===== src/rtl/bus_pkg.sv =====
// Shared types and defaults for the data-side bus decoder.
// Holds the FSM state encoding, the default region map and the
// one-hot write-strobe helper used by data_bus_decoder.
package bus_pkg;

    typedef enum logic [2:0] {
        IDLE   = 3'd0,
        ACCESS = 3'd1,
        WAIT   = 3'd2,
        RESP   = 3'd3,
        ERR    = 3'd4
    } bus_state_t;

    localparam int BUS_AW       = 32;
    localparam int BUS_DW       = 32;
    localparam int BUS_N_REGION = 3;

    // Region 0 = data ROM, 1 = histogram RAM, 2 = image RAM (index 0 is the LSB slice).
    localparam logic [BUS_N_REGION*BUS_AW-1:0] BUS_REGION_BASE =
        {32'h0001_0000, 32'h0000_1000, 32'h0000_0000};
    localparam logic [BUS_N_REGION*BUS_AW-1:0] BUS_REGION_MASK =
        {32'hFFFF_0000, 32'hFFFF_FF00, 32'hFFFF_F000};

    // One-hot strobe for region sel; bits at or above n stay clear.
    function automatic logic [7:0] onehot_we(input logic [2:0] sel, input int n);
        logic [7:0] oh;
        oh = '0;
        if (int'(sel) < n) oh[sel] = 1'b1;
        return oh;
    endfunction

endpackage


===== src/rtl/bus_addr_decode.sv =====
// Combinational priority address decoder: compares the address against
// every region's base/mask and reports the lowest-index hit together with
// the region-relative offset.
module bus_addr_decode #(
    parameter int N_REGION = 3,
    parameter int AW       = 32,
    parameter int SW       = 2,
    parameter logic [N_REGION*AW-1:0] REGION_BASE = '0,
    parameter logic [N_REGION*AW-1:0] REGION_MASK = '0
) (
    input  logic [AW-1:0] cpuAddr,
    output logic          hit,
    output logic [SW-1:0] sel,
    output logic [AW-1:0] offset
);

    // Scan from the highest index down so the lowest matching region overrides.
    always_comb begin
        hit    = 1'b0;
        sel    = '0;
        offset = cpuAddr & ~REGION_MASK[AW-1:0];
        for (int i = N_REGION - 1; i >= 0; i--) begin
            if ((cpuAddr & REGION_MASK[i*AW +: AW]) == REGION_BASE[i*AW +: AW]) begin
                hit    = 1'b1;
                sel    = SW'(i);
                offset = cpuAddr & ~REGION_MASK[i*AW +: AW];
            end
        end
    end

endmodule


===== src/rtl/data_bus_decoder.sv =====
// Data-side interconnect between the core's data port and N_REGION
// memory-mapped synchronous memories. Each access is sequenced through
// IDLE -> ACCESS -> (WAIT) -> RESP, or IDLE -> ERR on an unmapped address.
// Handshake: cpu_req is sampled only in IDLE; the access completes with a
// single-cycle cpu_ready pulse (cpu_err qualifies it); requests seen while
// busy are dropped, never queued.
// Optional feature: define DATA_BUS_PERF_CNT_EN to add per-region access
// counters (perf_cnt) and an error counter (err_cnt).
module data_bus_decoder
    import bus_pkg::*;
#(
    parameter int N_REGION = BUS_N_REGION,
    parameter int AW       = BUS_AW,
    parameter int DW       = BUS_DW,
    parameter int READ_LAT = 1,
    parameter logic [N_REGION*AW-1:0] REGION_BASE = BUS_REGION_BASE,
    parameter logic [N_REGION*AW-1:0] REGION_MASK = BUS_REGION_MASK
) (
    input  logic                   clk,
    input  logic                   reset,
    input  logic                   cpu_req,
    input  logic                   cpu_we,
    input  logic [AW-1:0]          cpu_addr,
    input  logic [DW-1:0]          cpu_wdata,
    output logic [DW-1:0]          cpu_rdata,
    output logic                   cpu_ready,
    output logic                   cpu_err,
    output logic [AW-1:0]          mem_addr,
    output logic [DW-1:0]          mem_wdata,
    output logic [N_REGION-1:0]    mem_we,
    input  logic [N_REGION*DW-1:0] mem_rdata,
`ifdef DATA_BUS_PERF_CNT_EN
    output logic [N_REGION*32-1:0] perf_cnt,
    output logic [15:0]            err_cnt,
`endif
    output bus_state_t             dbgState
);

    localparam int SW = (N_REGION > 1) ? $clog2(N_REGION) : 1;

    bus_state_t    stateQ, stateD;
    logic          decHit;
    logic [SW-1:0] decSel;
    logic [AW-1:0] decOffset;
    logic [SW-1:0] selQ;
    logic          weQ;
    logic [DW-1:0] wdataQ;
    logic [AW-1:0] memAddrQ;
    logic [2:0]    cntQ;
    logic [DW-1:0] rdataQ;
    logic [7:0]    weOneHot;
    logic          accept;

    bus_addr_decode #(
        .N_REGION    (N_REGION),
        .AW          (AW),
        .SW          (SW),
        .REGION_BASE (REGION_BASE),
        .REGION_MASK (REGION_MASK)
    ) u_decode (
        .cpuAddr (cpu_addr),
        .hit     (decHit),
        .sel     (decSel),
        .offset  (decOffset)
    );

    assign accept = (stateQ == IDLE) && cpu_req;

    // State register.
    always_ff @(posedge clk) begin
        if (reset) stateQ <= IDLE;
        else       stateQ <= stateD;
    end

    // Next-state logic: reads wait until the latency counter reaches its last cycle.
    always_comb begin
        stateD = stateQ;
        case (stateQ)
            IDLE:    if (cpu_req) stateD = decHit ? ACCESS : ERR;
            ACCESS:  stateD = weQ ? RESP : WAIT;
            WAIT:    if (cntQ <= 3'd1) stateD = RESP;
            RESP:    stateD = IDLE;
            ERR:     stateD = IDLE;
            default: stateD = IDLE;
        endcase
    end

    // Request latches, latency counter and read-data register.
    always_ff @(posedge clk) begin
        if (reset) begin
            selQ     <= '0;
            weQ      <= 1'b0;
            wdataQ   <= '0;
            memAddrQ <= '0;
            cntQ     <= '0;
            rdataQ   <= '0;
        end else begin
            if (accept) begin
                selQ     <= decSel;
                weQ      <= cpu_we;
                wdataQ   <= cpu_wdata;
                memAddrQ <= decOffset;
                if (!decHit) rdataQ <= '0;
            end
            if (stateQ == ACCESS && !weQ) begin
                cntQ <= 3'(READ_LAT);
            end else if (stateQ == WAIT) begin
                cntQ <= cntQ - 3'd1;
                if (cntQ <= 3'd1) rdataQ <= mem_rdata[int'(selQ)*DW +: DW];
            end
        end
    end

    // Outputs decoded from the current state; the write strobe lives only in ACCESS.
    always_comb begin
        weOneHot  = onehot_we(3'(selQ), N_REGION);
        mem_we    = '0;
        if (stateQ == ACCESS && weQ) mem_we = weOneHot[N_REGION-1:0];
        cpu_ready = (stateQ == RESP) || (stateQ == ERR);
        cpu_err   = (stateQ == ERR);
        cpu_rdata = rdataQ;
        mem_addr  = memAddrQ;
        mem_wdata = wdataQ;
        dbgState  = stateQ;
    end

`ifdef DATA_BUS_PERF_CNT_EN
    // Saturating per-region completion counters and error counter.
    always_ff @(posedge clk) begin
        if (reset) begin
            perf_cnt <= '0;
            err_cnt  <= '0;
        end else begin
            if (stateQ == RESP && perf_cnt[int'(selQ)*32 +: 32] != 32'hFFFF_FFFF)
                perf_cnt[int'(selQ)*32 +: 32] <= perf_cnt[int'(selQ)*32 +: 32] + 32'd1;
            if (stateQ == ERR && err_cnt != 16'hFFFF)
                err_cnt <= err_cnt + 16'd1;
        end
    end
`endif

endmodule

===== config.mk =====
export PLATFORM = sky130hd
export DESIGN_NAME = data_bus_decoder
export DESIGN_NICKNAME = d
export VERILOG_FILES = /design/src/rtl/bus_pkg.sv /design/src/rtl/bus_addr_decode.sv /design/src/rtl/data_bus_decoder.sv
export SDC_FILE = /design/constraint.sdc
export NUM_CORES = 1
export LEC_CHECK = 0
export ABC_AREA = 1
export ABC_CLOCK_PERIOD_IN_PS = 2600
export BUFFER_PORTS_ARGS = -buffer_cell sky130_fd_sc_hd__clkbuf_2
export CAP_MARGIN = 15
export CELL_PAD_IN_SITES_DETAIL_PLACEMENT = 0
export CELL_PAD_IN_SITES_GLOBAL_PLACEMENT = 1
export CORE_MARGIN = 2
export CORE_UTILIZATION = 30
export DETAILED_ROUTE_END_ITERATION = 16
export PLACE_DENSITY = 0.84
export RECOVER_POWER = 25
export SYNTH_ARGS = -nofsm -noshare
export SYNTH_HDL_FRONTEND = slang
export SYNTH_SLANG_ARGS = --single-unit

===== constraint.sdc =====
create_clock -name clk -period 2.6 [get_ports clk]
set_input_delay 0.39 -clock clk [delete_from_list [all_inputs] [get_ports clk]]
set_output_delay 0.39 -clock clk [all_outputs]
set_load 0.02 [all_outputs]

==> qor.txt, run 1 <==
Status = complete, no violations
Critical path arrival = 1.70 ns
Met1 usage = 0.194
Largest net degree at the start of global routing = 50
Delay-heaviest family, CP = simple AND/OR/NAND/NOR gates
Setup total negative slack = 0 ns
Clock skew = 0.00834 ns
Cell count after synthesis = 605
Placed inst area = 0.00583 mm^2
Most frequent cells in the layout = clkbuf_2, nand2_1, nor2_1, dfxtp_1, o21ai_1
Setup CP Type = reg2out
Clk Latency, worst-skew pair = 0.34 ns
CTS Hold Bufs = 0
Crit path buffers/inverters = 2
Remaining Overflow, GRT = 0
Hold_sp = cpu_addr[3]
# DRC = 0
GR Util met3 = 0.0447
RePlAce Congestion = 0.768
Final #Nets = 1,000
Total vias in the final route = 4,686
Cts repair resizes = 0
Final-report hold violation count = 0
Chip width = 128 um
Port bufs = 251
Drt pass-1 iters = 4
Root Buffer = clkbuf_16
Core area = 0.0151 mm^2
# IOs = 268
Critical path's slowest cell = dfxtp_1
Synth Register Bits = 89
Total track usage = 0.162
Filler cells = 1,636
Hold crit path type = in2reg
Most common cell after layout, fill and taps aside = clkbuf_2
Vias in the first global route = 4,366
Pwr Density = 651 mW/mm^2
Worst path cell trace = inv_1 > nor3_1 > nand2_1 > nor3_1 > clkbuf_2
First-pass GRT wire length = 21,200 um
Critical path endpoint category = output pin
CTS tree = built
Synth cell types = 35
R2R Setup Slk = 0.90 ns
Num rows = 45
MaxCap Viol Count = 0
Pins Over Slew Limit = 0
Main flop type after synthesis = dfxtp_1
Final Cell Area = 0.00608 mm^2
Die height = 128 um
CTS Buf Count = 9
Inserted Diodes = 0
Layout cell share with drive strength beyond 1 = 0.385
Hold Path Sink = mem_addr[3]
Critical Path Max Stage Delay = 0.42 ns
Post-synth EDFFs = 0
Fin crit share = 0.802
Max Clk Rate = 479 MHz
Worst hold path cell count = 3
Leakage = 0.00282 uW
YS warnings = 0
Slew margin rel. = 0.617
Fin crit period = 2.09 ns
GRT met2 Usage = 0.281
Mean post-synth cell area = 7.63 um^2
Origin of the critical flop-to-flop path = dbgState[0]
H-Tree Depth = 3
Routed len/inst = 13.2 um
Worst R2R Path Depth = 7
RSZ-0062 raised after global routing = false
Crit-path most repeated cell = nor3_1
Mapped Area = 0.00462 mm^2
Worst-path fanout max = 4
Final setup viols = 0
Post-synthesis async set-or-reset flop share = 0
Post-CTS Setup Bufs = 0
Area added between synthesis and finish = 31.6%
WP data required = 2.21 ns
Post-route ant nets = 0
Detail Placement HPWL = 10000 um
Most Used Layer, Global Route = met2
Initial Util = 0.305
Antenna violations before repair = 0
Reg2reg end = mem_wdata[10]
Starting DRC count in detailed routing = 185
CTS Sinks = 89
Startpoint types = register
Longest Clk Path Bufs = 2
Via density = 4.56
Die Area = 0.0164 mm^2
Sequential share of the synthesized area = 0.386
Final Routed Wirelength = 13,600 um
Worst VDD drop = 264 uV
Worst-Margin Slew = 0.573 ns
Reg clk slew, reported paths = 0.07 ns
[flip-flops by register name, summed over array words and instances (netlist names)]
name and flops:
weQ 1, cpu_rdata 32, selQ 2, mem_wdata 32, dbgState 3, cntQ 3
mem_addr 16
[power by group]
part | total [uW] | internal, uW | leakage [uW] | switching (uW)
Combinational | 1040 | 352 | 0.00194 | 693
Clock | 1320 | 774 | 0.000147 | 541
Sequential | 1600 | 1510 | 0.000729 | 87.2
Total | 3960 | 2640 | 0.00282 | 1320
[how the worst max path moves through the flow]
stage                 startpoint      endpoint  cells past startpoint
global route         dbgState[0]     mem_we[2]                      5
detailed placement   dbgState[0]   mem_addr[6]                      7
CTS                  dbgState[0]     mem_we[2]                      5
floorplan            dbgState[0]     mem_we[1]                      4
global placement    cpu_addr[15]  mem_addr[12]                      9
finish               dbgState[0]     mem_we[2]                      5
[logic make-up after synthesis]
group | count (synthesis) | synth area share
xor gates and xnor gates | 1 | 0.00190
buffers and inverters | 73 | 0.108
other | 1 | 0.000812
and+or+nand+nor | 283 | 0.276
adders and majority gates | 2 | 0.00542
AOI/OAI and AO/OA | 156 | 0.222
DFF | 89 | 0.386
[area by class of cell]
class,count,area [um^2],area share
tap,188,235,0.0387
multi-input combinational,458,2390,0.394
clock buffer,12,246,0.0406
timing repair buffer,259,1300,0.215
inverter,17,63.8,0.0105
sequential,89,1780,0.293
clock inverter,4,52.6,0.00865
[cells in the mapped netlist (5+ instances only)]
cell type  number  share of area
nor2_1         94          0.076
o21ai_0        26          0.028
nand2_1       122          0.099
buf_12          5          0.022
clkbuf_1        8         0.0065
inv_1          10         0.0081
buf_2          19          0.021
o21ai_1        48          0.052
nor2_2          7         0.0095
a21oi_1        14          0.015
buf_4          17          0.028
nand3_1        39          0.042
inv_2           7         0.0057
nor3_1          5         0.0054
dfxtp_1        89           0.39
o21ai_2        29          0.055
a21oi_2        33          0.063
buf_6           6          0.015
[worst reg2reg max path, stage by stage, from the launching register on]
cell     delay, ns
dfxtp_1       0.36
nor2_4        0.14
nand2_2       0.10
nor2_8        0.28
inv_2         0.22
buf_4         0.30
nor2_1        0.15
nor2_1        0.05
[through the flow]
| stage | hold WS [ns] | setup WS, ns | utilization | power (uW) | cells |
|---|---|---|---|---|---|
| CTS | 0.257 | 0.544 | 0.405 | 4040 | 1027 |
| detailed placement | 0.454 | 0.878 | 0.385 | 2700 | 1011 |
| floorplan | 0.442 | 0.792 | - | 2380 | 620 |
| global route | 0.268 | 0.344 | 0.401 | 4190 | 1027 |
| global placement | 0.447 | 0.887 | 0.385 | 2700 | 1011 |
| finish | 0.271 | 0.514 | 0.401 | 3960 | 1027 |
[metal layers]
metal / share of wire / vias up / wire (um)
met4: 0.011 / 0 / 152
met5: 0 / - / 0
li1: - / 2421 / -
met1: 0.44 / 2071 / 5980
met3: 0.070 / 11 / 956
met2: 0.48 / 183 / 6490
(Power assumes the default switching activity.)
==> run 2: changes to the inputs <==
--- a/config.mk
+++ b/config.mk
@@ -6,15 +6,15 @@
 export NUM_CORES = 1
 export LEC_CHECK = 0
 export ABC_AREA = 1
-export ABC_CLOCK_PERIOD_IN_PS = 2600
+export ABC_CLOCK_PERIOD_IN_PS = 1900
 export BUFFER_PORTS_ARGS = -buffer_cell sky130_fd_sc_hd__clkbuf_2
 export CAP_MARGIN = 15
 export CELL_PAD_IN_SITES_DETAIL_PLACEMENT = 0
 export CELL_PAD_IN_SITES_GLOBAL_PLACEMENT = 1
 export CORE_MARGIN = 2
-export CORE_UTILIZATION = 30
+export CORE_UTILIZATION = 27
 export DETAILED_ROUTE_END_ITERATION = 16
-export PLACE_DENSITY = 0.84
+export PLACE_DENSITY = 0.8
 export RECOVER_POWER = 25
 export SYNTH_ARGS = -nofsm -noshare
 export SYNTH_HDL_FRONTEND = slang
==> constraint.sdc (replaced) <==
create_clock -name clk -period 1.9 [get_ports clk]
set_input_delay 0.285 -clock clk [delete_from_list [all_inputs] [get_ports clk]]
set_output_delay 0.285 -clock clk [all_outputs]
set_load 0.02 [all_outputs]
==> run 2 against run 1 <==
  * Non-clock buffer count up 2
  * Sequential share of layout area is 0.89 points lower
  * First-iteration DRC count shrank 5.4%
  * Critical path depth did not move
  * Worst hold slack got worse by 0.11 ns
  * Cell count grew 3.3%
  * Utilization down 2.4 points
  * Global-route usage fell by 0.75 points
  * Count of clock-buffer cells in the layout unchanged
==> qor.txt, run 2 (synthesis results as in run 1) <==
Comb pwr share = 0.255 (was 0.264)
Setup total negative slack = 0 ns (unchanged)
Final #Nets = 1,002 (was 1,000)
Largest net degree at the start of global routing = 45 (was 50)
RSZ-0062 raised after global routing = false (unchanged)
Clock skew = 0.00678 ns (was 0.00834 ns)
Filler cells = 1,796 (was 1,636)
Starting DRC count in detailed routing = 175 (was 185)
Seq pwr share = 0.375 (was 0.404)
Startpoint types = register (unchanged)
Die Area = 0.0182 mm^2 (was 0.0164 mm^2)
Worst-path fanout max = 4 (unchanged)
CTS Hold Bufs = 0 (unchanged)
Hold crit path type = in2reg (unchanged)
Reg clk slew, reported paths = 0.07 ns (about the same)
Fin crit period = 1.78 ns
# DRC = 0 (unchanged)
Port bufs = 251 (unchanged)
Most common cell after layout, fill and taps aside = clkbuf_2 (unchanged)
Core area = 0.0166 mm^2 (was 0.0151 mm^2)
Most Used Layer, Global Route = met2 (unchanged)
Worst VDD drop = 417 uV (was 264 uV)
Remaining Overflow, GRT = 0 (unchanged)
Met1 usage = 0.178 (was 0.194)
Switch Pwr = 1860 uW (was 1320 uW)
Pins Over Slew Limit = 0 (unchanged)
Critical path endpoint category = output pin (unchanged)
Layout cell share with drive strength beyond 1 = 0.391 (was 0.385)
Chip width = 135 um (was 128 um)
Worst path cell trace = inv_2 > nor3_4 > nand2_2 > nor3_1 > clkbuf_2 (was inv_1 > nor3_1 > nand2_1 > nor3_1 > clkbuf_2)
Routed len/inst = 13.5 um (was 13.2 um)
Most frequent cells in the layout = clkbuf_2, nand2_1, nor2_1, dfxtp_1, o21ai_1 (unchanged)
Num rows = 47 (was 45)
Critical path's slowest cell = dfxtp_2 (was dfxtp_1)
Root Buffer = clkbuf_16 (unchanged)
Post-route ant nets = 0 (unchanged)
Inserted Diodes = 0 (unchanged)
GR Util met3 = 0.0544 (was 0.0447)
Internal Pwr Total = 3980 uW (was 2640 uW)
GRT met2 Usage = 0.257 (was 0.281)
Pwr Density = 930 mW/mm^2 (was 651 mW/mm^2)
Critical path arrival = 1.50 ns (was 1.70 ns)
Area added between synthesis and finish = 35.8% (was 31.6%)
Drt pass-1 iters = 4 (unchanged)
H-Tree Depth = 3 (unchanged)
Total vias in the final route = 4,652 (was 4,686)
Clk Latency, worst-skew pair = 0.34 ns (about the same)
Longest Clk Path Bufs = 2 (unchanged)
Final WS setup = 0.116 ns (was 0.514 ns)
First-pass GRT wire length = 22,200 um (was 21,200 um)
Via density = 4.38 (was 4.56)
# IOs = 268 (unchanged)
Clock power frac = 0.370 (was 0.332)
Die height = 135 um (was 128 um)
Finished Core Util = 0.377 (was 0.401)
Tot Pwr = 5840 uW (was 3960 uW)
Antenna violations before repair = 1 (was 0)
WP data required = 1.62 ns (was 2.21 ns)
Critical Path Max Stage Delay = 0.38 ns (was 0.42 ns)
Leakage = 0.00287 uW (was 0.00282 uW)
Initial Util = 0.277 (was 0.305)
MaxCap Viol Count = 0 (unchanged)
Place WS = 0.312 ns (was 0.878 ns)
Max Clk Rate = 561 MHz
Post-CTS Setup Bufs = 0 (unchanged)
Sw Share = 0.319 (was 0.334)
Fin crit share = 0.939
Final-report hold violation count = 0 (unchanged)
CTS Buf Count = 9 (unchanged)
Setup CP Type = reg2out (unchanged)
Final setup viols = 0 (unchanged)
CTS tree = built (unchanged)
Vias in the first global route = 4,450 (was 4,366)
CTS Sinks = 89 (unchanged)
Final Routed Wirelength = 14,300 um (was 13,600 um)
RePlAce Congestion = 0.770 (was 0.768)
Total track usage = 0.154 (was 0.162)
Hold_ws = 0.162 ns (was 0.271 ns)
Detail Placement HPWL = 10,600 um (was 10000 um)
Status = complete, no violations (unchanged)
[run 2: cell count changes in the layout (fill, tap and decap cells not counted), moves of 2 or more]
cell	change
buf_12	+5
buf_4	-3
bufinv_16	+2
clkbuf_2	-2
clkbuf_8	+2
clkinv_4	-2
[run 2: final timing paths]
path,from,endpoint,slack (ns),cells after the start
setup / recovery,dbgState[0],mem_we[1],0.12,5
hold / removal,cpu_wdata[16],mem_wdata[16],0.16,3
setup reg to reg,dbgState[1],cpu_rdata[24],0.24,6
hold reg to reg,cpu_rdata[21],cpu_rdata[21],0.46,2
[run 2: per-layer routing]
metal | routed length (um) | vias up | part of all wire
met1 | 6090 | 2013 | 0.42
met5 | 13 | - | 0.00091
li1 | - | 2425 | -
met2 | 6540 | 191 | 0.46
met4 | 280 | 2 | 0.020
met3 | 1420 | 21 | 0.099
[run 2: area by class of cell]
| cell class | count | area, um^2 | share of cell area |
|---|---|---|---|
| sequential | 89 | 1780 | 0.284 |
| clock buffer | 12 | 267 | 0.0425 |
| inverter | 17 | 63.8 | 0.0102 |
| clock inverter | 4 | 97.6 | 0.0156 |
| tap | 220 | 275 | 0.0439 |
| timing repair buffer | 261 | 1380 | 0.220 |
| multi-input combinational | 458 | 2410 | 0.384 |
[run 2: repair_timing]
item / 4_1_cts / 5_1_grt
resized for setup: 1 / 3
endpoints found under the hold margin: 0 / 0
endpoints found under the setup margin: 2 / 2
pin swaps: 0 / 1
[run 2: power by group through the flow]
stage	sequential (uW)	combinational, uW	clock, uW
after floorplan	2440	814	0
after global placement	2220	1530	0
after detailed placement	2220	1530	0
after CTS	2190	1530	2230
after global routing	2210	1650	2300
final	2190	1490	2160
[run 2: through the flow]
step,std cells,area [um^2]
2_1_floorplan,620,4670
3_3_place_gp,1045,5950
3_5_place_dp,1045,5950
4_1_cts,1061,6310
5_1_grt,1061,6270
6_report,1061,6270
[run 2: critical path: cells and delay by family, from the launching register on]
| kind | cells | cell delay, ns |
|---|---|---|
| buffers and inverters | 2 | 0.28 |
| AND/OR/NAND/NOR | 3 | 0.49 |
| flip-flops | 1 | 0.38 |
==> run 3: changes to the inputs <==
--- a/config.mk
+++ b/config.mk
@@ -5,14 +5,13 @@
 export SDC_FILE = /design/constraint.sdc
 export NUM_CORES = 1
 export LEC_CHECK = 0
-export ABC_AREA = 1
-export ABC_CLOCK_PERIOD_IN_PS = 1900
-export BUFFER_PORTS_ARGS = -buffer_cell sky130_fd_sc_hd__clkbuf_2
+export ABC_AREA = 0
+export BUFFER_PORTS_ARGS = -buffer_cell sky130_fd_sc_hd__buf_4
 export CAP_MARGIN = 15
 export CELL_PAD_IN_SITES_DETAIL_PLACEMENT = 0
 export CELL_PAD_IN_SITES_GLOBAL_PLACEMENT = 1
 export CORE_MARGIN = 2
-export CORE_UTILIZATION = 27
+export CORE_UTILIZATION = 26
 export DETAILED_ROUTE_END_ITERATION = 16
 export PLACE_DENSITY = 0.8
 export RECOVER_POWER = 25
==> run 3 against run 2 <==
  * First-iteration DRC count fell by 40%
  * Critical endpoint is now mem_we[2]
  * Via count fell by 7.1%
  * Routed wire length fell by 4.3%
  * Highest routed layer is now met4
  * Combinational power fell by 53%
  * Worst hold slack improved by 0.027 ns
  * Global-route usage rose by 0.18 points
==> qor.txt, run 3 <==
Status = complete, no violations (unchanged)
Setup CP Type = reg2out (unchanged)
Most common cell after layout, fill and taps aside = buf_4 (was clkbuf_2)
Final WS setup = 0.0823 ns (was 0.116 ns)
Cell count after synthesis = 515 (was 605)
Critical path arrival = 1.53 ns (was 1.50 ns)
CTS Sinks = 89 (unchanged)
Pwr Density = 691 mW/mm^2 (was 930 mW/mm^2)
First-pass GRT wire length = 20,700 um (was 22,200 um)
Final Routed Wirelength = 13,700 um (was 14,300 um)
Total vias in the final route = 4,323 (was 4,652)
Final setup viols = 0 (unchanged)
Worst-path fanout max = 4 (unchanged)
Post-synthesis async set-or-reset flop share = 0 (unchanged)
Synth cell types = 37 (was 35)
Sequential share of the synthesized area = 0.433 (was 0.386)
CTS Buf Count = 9 (unchanged)
Die Area = 0.0169 mm^2 (was 0.0182 mm^2)
# DRC = 0 (unchanged)
Layout cell share with drive strength beyond 1 = 0.338 (was 0.391)
Reg2reg end = selQ[0] (was cpu_rdata[24])
Setup total negative slack = 0 ns (unchanged)
Remaining Overflow, GRT = 0 (unchanged)
Leakage = 0.00259 uW (was 0.00287 uW)
Starting DRC count in detailed routing = 105 (was 175)
Origin of the critical flop-to-flop path = dbgState[0] (was dbgState[1])
Num rows = 46 (was 47)
Synth top area share = 0.433 (was 0.386)
Fin crit share = 0.957 (was 0.939)
Antenna violations before repair = 0 (was 1)
Port bufs = 251 (unchanged)
Final #Nets = 922 (was 1,002)
Die height = 130 um (was 135 um)
WP data required = 1.62 ns (about the same)
MaxCap Viol Count = 0 (unchanged)
Pins Over Slew Limit = 0 (unchanged)
Max Clk Rate = 550 MHz (was 561 MHz)
Hold crit path type = in2reg (unchanged)
Hold Path Sink = mem_addr[6] (was mem_wdata[16])
Most common cell in the netlist = nand2_1 (unchanged)
Drt pass-1 iters = 4 (unchanged)
Most frequent cells in the layout = buf_4, nand2_1, dfxtp_1, a21oi_1, clkbuf_1 (was clkbuf_2, nand2_1, nor2_1, dfxtp_1, o21ai_1)
Detail Placement HPWL = 10,400 um (was 10,600 um)
Reg clk slew, reported paths = 0.06 ns (was 0.07 ns)
Mapped Area = 0.00412 mm^2 (was 0.00462 mm^2)
Main flop type after synthesis = dfxtp_1 (unchanged)
# IOs = 268 (unchanged)
Chip width = 130 um (was 135 um)
Post-route ant nets = 0 (unchanged)
Routed len/inst = 14.1 um (was 13.5 um)
Place WS = 0.170 ns (was 0.312 ns)
RePlAce Congestion = 0.763 (was 0.770)
Longest Clk Path Bufs = 2 (unchanged)
Worst R2R Path Depth = 5 (was 6)
Area added between synthesis and finish = 55.9% (was 35.8%)
Critical path endpoint category = output pin (unchanged)
CTS tree = built (unchanged)
Startpoint types = register (unchanged)
Total track usage = 0.156 (was 0.154)
Vias in the first global route = 4,095 (was 4,450)
Synth area leader = dfxtp_1 (unchanged)
Final-report hold violation count = 0 (unchanged)
Inserted Diodes = 0 (unchanged)
Largest net degree at the start of global routing = 51 (was 45)
Post-synth EDFFs = 0 (unchanged)
Synth cell count leaders = nand2_1, dfxtp_1, a21oi_1 (was nand2_1, nor2_1, dfxtp_1)
Clk Latency, worst-skew pair = 0.34 ns (about the same)
Fin crit period = 1.82 ns (was 1.78 ns)
H-Tree Depth = 3 (unchanged)
Clock skew = 0.00881 ns (was 0.00678 ns)
Synth Register Bits = 89 (unchanged)
R2R Setup Slk = 0.12 ns (was 0.24 ns)
Worst VDD drop = 335 uV (was 417 uV)
Root Buffer = clkbuf_16 (unchanged)
Initial Util = 0.263 (was 0.277)
Top cells by area, synth = dfxtp_1, nand2_1, mux2i_1 (was dfxtp_1, nand2_1, nor2_1)
Mean post-synth cell area = 8.00 um^2 (was 7.63 um^2)
Via density = 4.43 (was 4.38)
Core area = 0.0157 mm^2 (was 0.0166 mm^2)
Worst hold path cell count = 3 (unchanged)
Hold_sp = cpu_addr[6] (was cpu_wdata[16])
YS warnings = 0 (unchanged)
run 3: cell types whose count changed after synthesis, moves of 33 or more:
cell / previous run / this run
o21ai_1: 48 / 0
a21oi_2: 33 / 0
nand3_1: 39 / 2
nor2_1: 94 / 6
nand2_1: 122 / 163
a21oi_1: 14 / 52
run 3: worst max-delay path, cell delays in order (launching register included):
cell      delay, ns
dfxtp_2        0.32
nand2b_4       0.14
or3_4          0.39
nor3b_2        0.18
buf_4          0.16
run 3: what timing repair did:
action | in CTS | in global routing
pin swaps | 0 | 3
buffers inserted | 2 | 1
hold buffers | 0 | 0
hold endpoints to repair | 0 | 0
resized for setup | 5 | 4
setup endpoints to repair | 3 | 3
run 3: how the worst max path moves through the flow:
stage	startpoint	to	cells after the start
final	dbgState[1]	mem_we[2]	4
after global routing	dbgState[1]	mem_we[2]	4
after CTS	dbgState[0]	mem_we[1]	5
after detailed placement	cpu_req	selQ[0]	6
after global placement	cpu_addr[9]	dbgState[0]	5
after floorplan	dbgState[0]	mem_we[1]	4
run 3: where the power goes:
part / total, uW / switching [uW] / internal (uW)
clock: 1780 / 704 / 1080
sequential: 1950 / 29.6 / 1920
combinational: 699 / 347 / 351
run 3: logic make-up after synthesis:
group           synth area share
compound gates             0.195
flops                      0.433
mux                       0.0778
xor+xnor                 0.00213
fa+ha+maj                0.00608
buf+inv                   0.0820
other cells             0.000911
simple gates               0.203
run 3: cell type report:
type / count / area, um^2
timing repair buffer: 272 / 1950
sequential: 89 / 1790
multi-input combinational: 379 / 2090
tap: 216 / 270
inverter: 5 / 18.8
clock inverter: 3 / 40.0
clock buffer: 12 / 256
fill: 1744 / 9230
run 3: routing by layer:
layer / global-route usage / up-vias / wire [um]
li1: - / 2203 / -
met1: 0.189 / 1922 / 5700
met2: 0.258 / 190 / 6320
met3: 0.0558 / 8 / 1550
met4: 0.0557 / 0 / 140
met5: 0 / - / 0
run 3: through the flow:
step | area, um^2 | hold WS, ns | total power, uW | cells | util
finish | 6420 | 0.189 | 4430 | 976 | 0.410
global route | 6420 | 0.181 | 4670 | 976 | 0.410
CTS | 6580 | 0.171 | 4550 | 976 | 0.420
detailed placement | 6250 | 0.444 | 2720 | 959 | 0.399
global placement | 6250 | 0.442 | 2720 | 959 | 0.399
floorplan | 4170 | 0.421 | 2320 | 530 | -
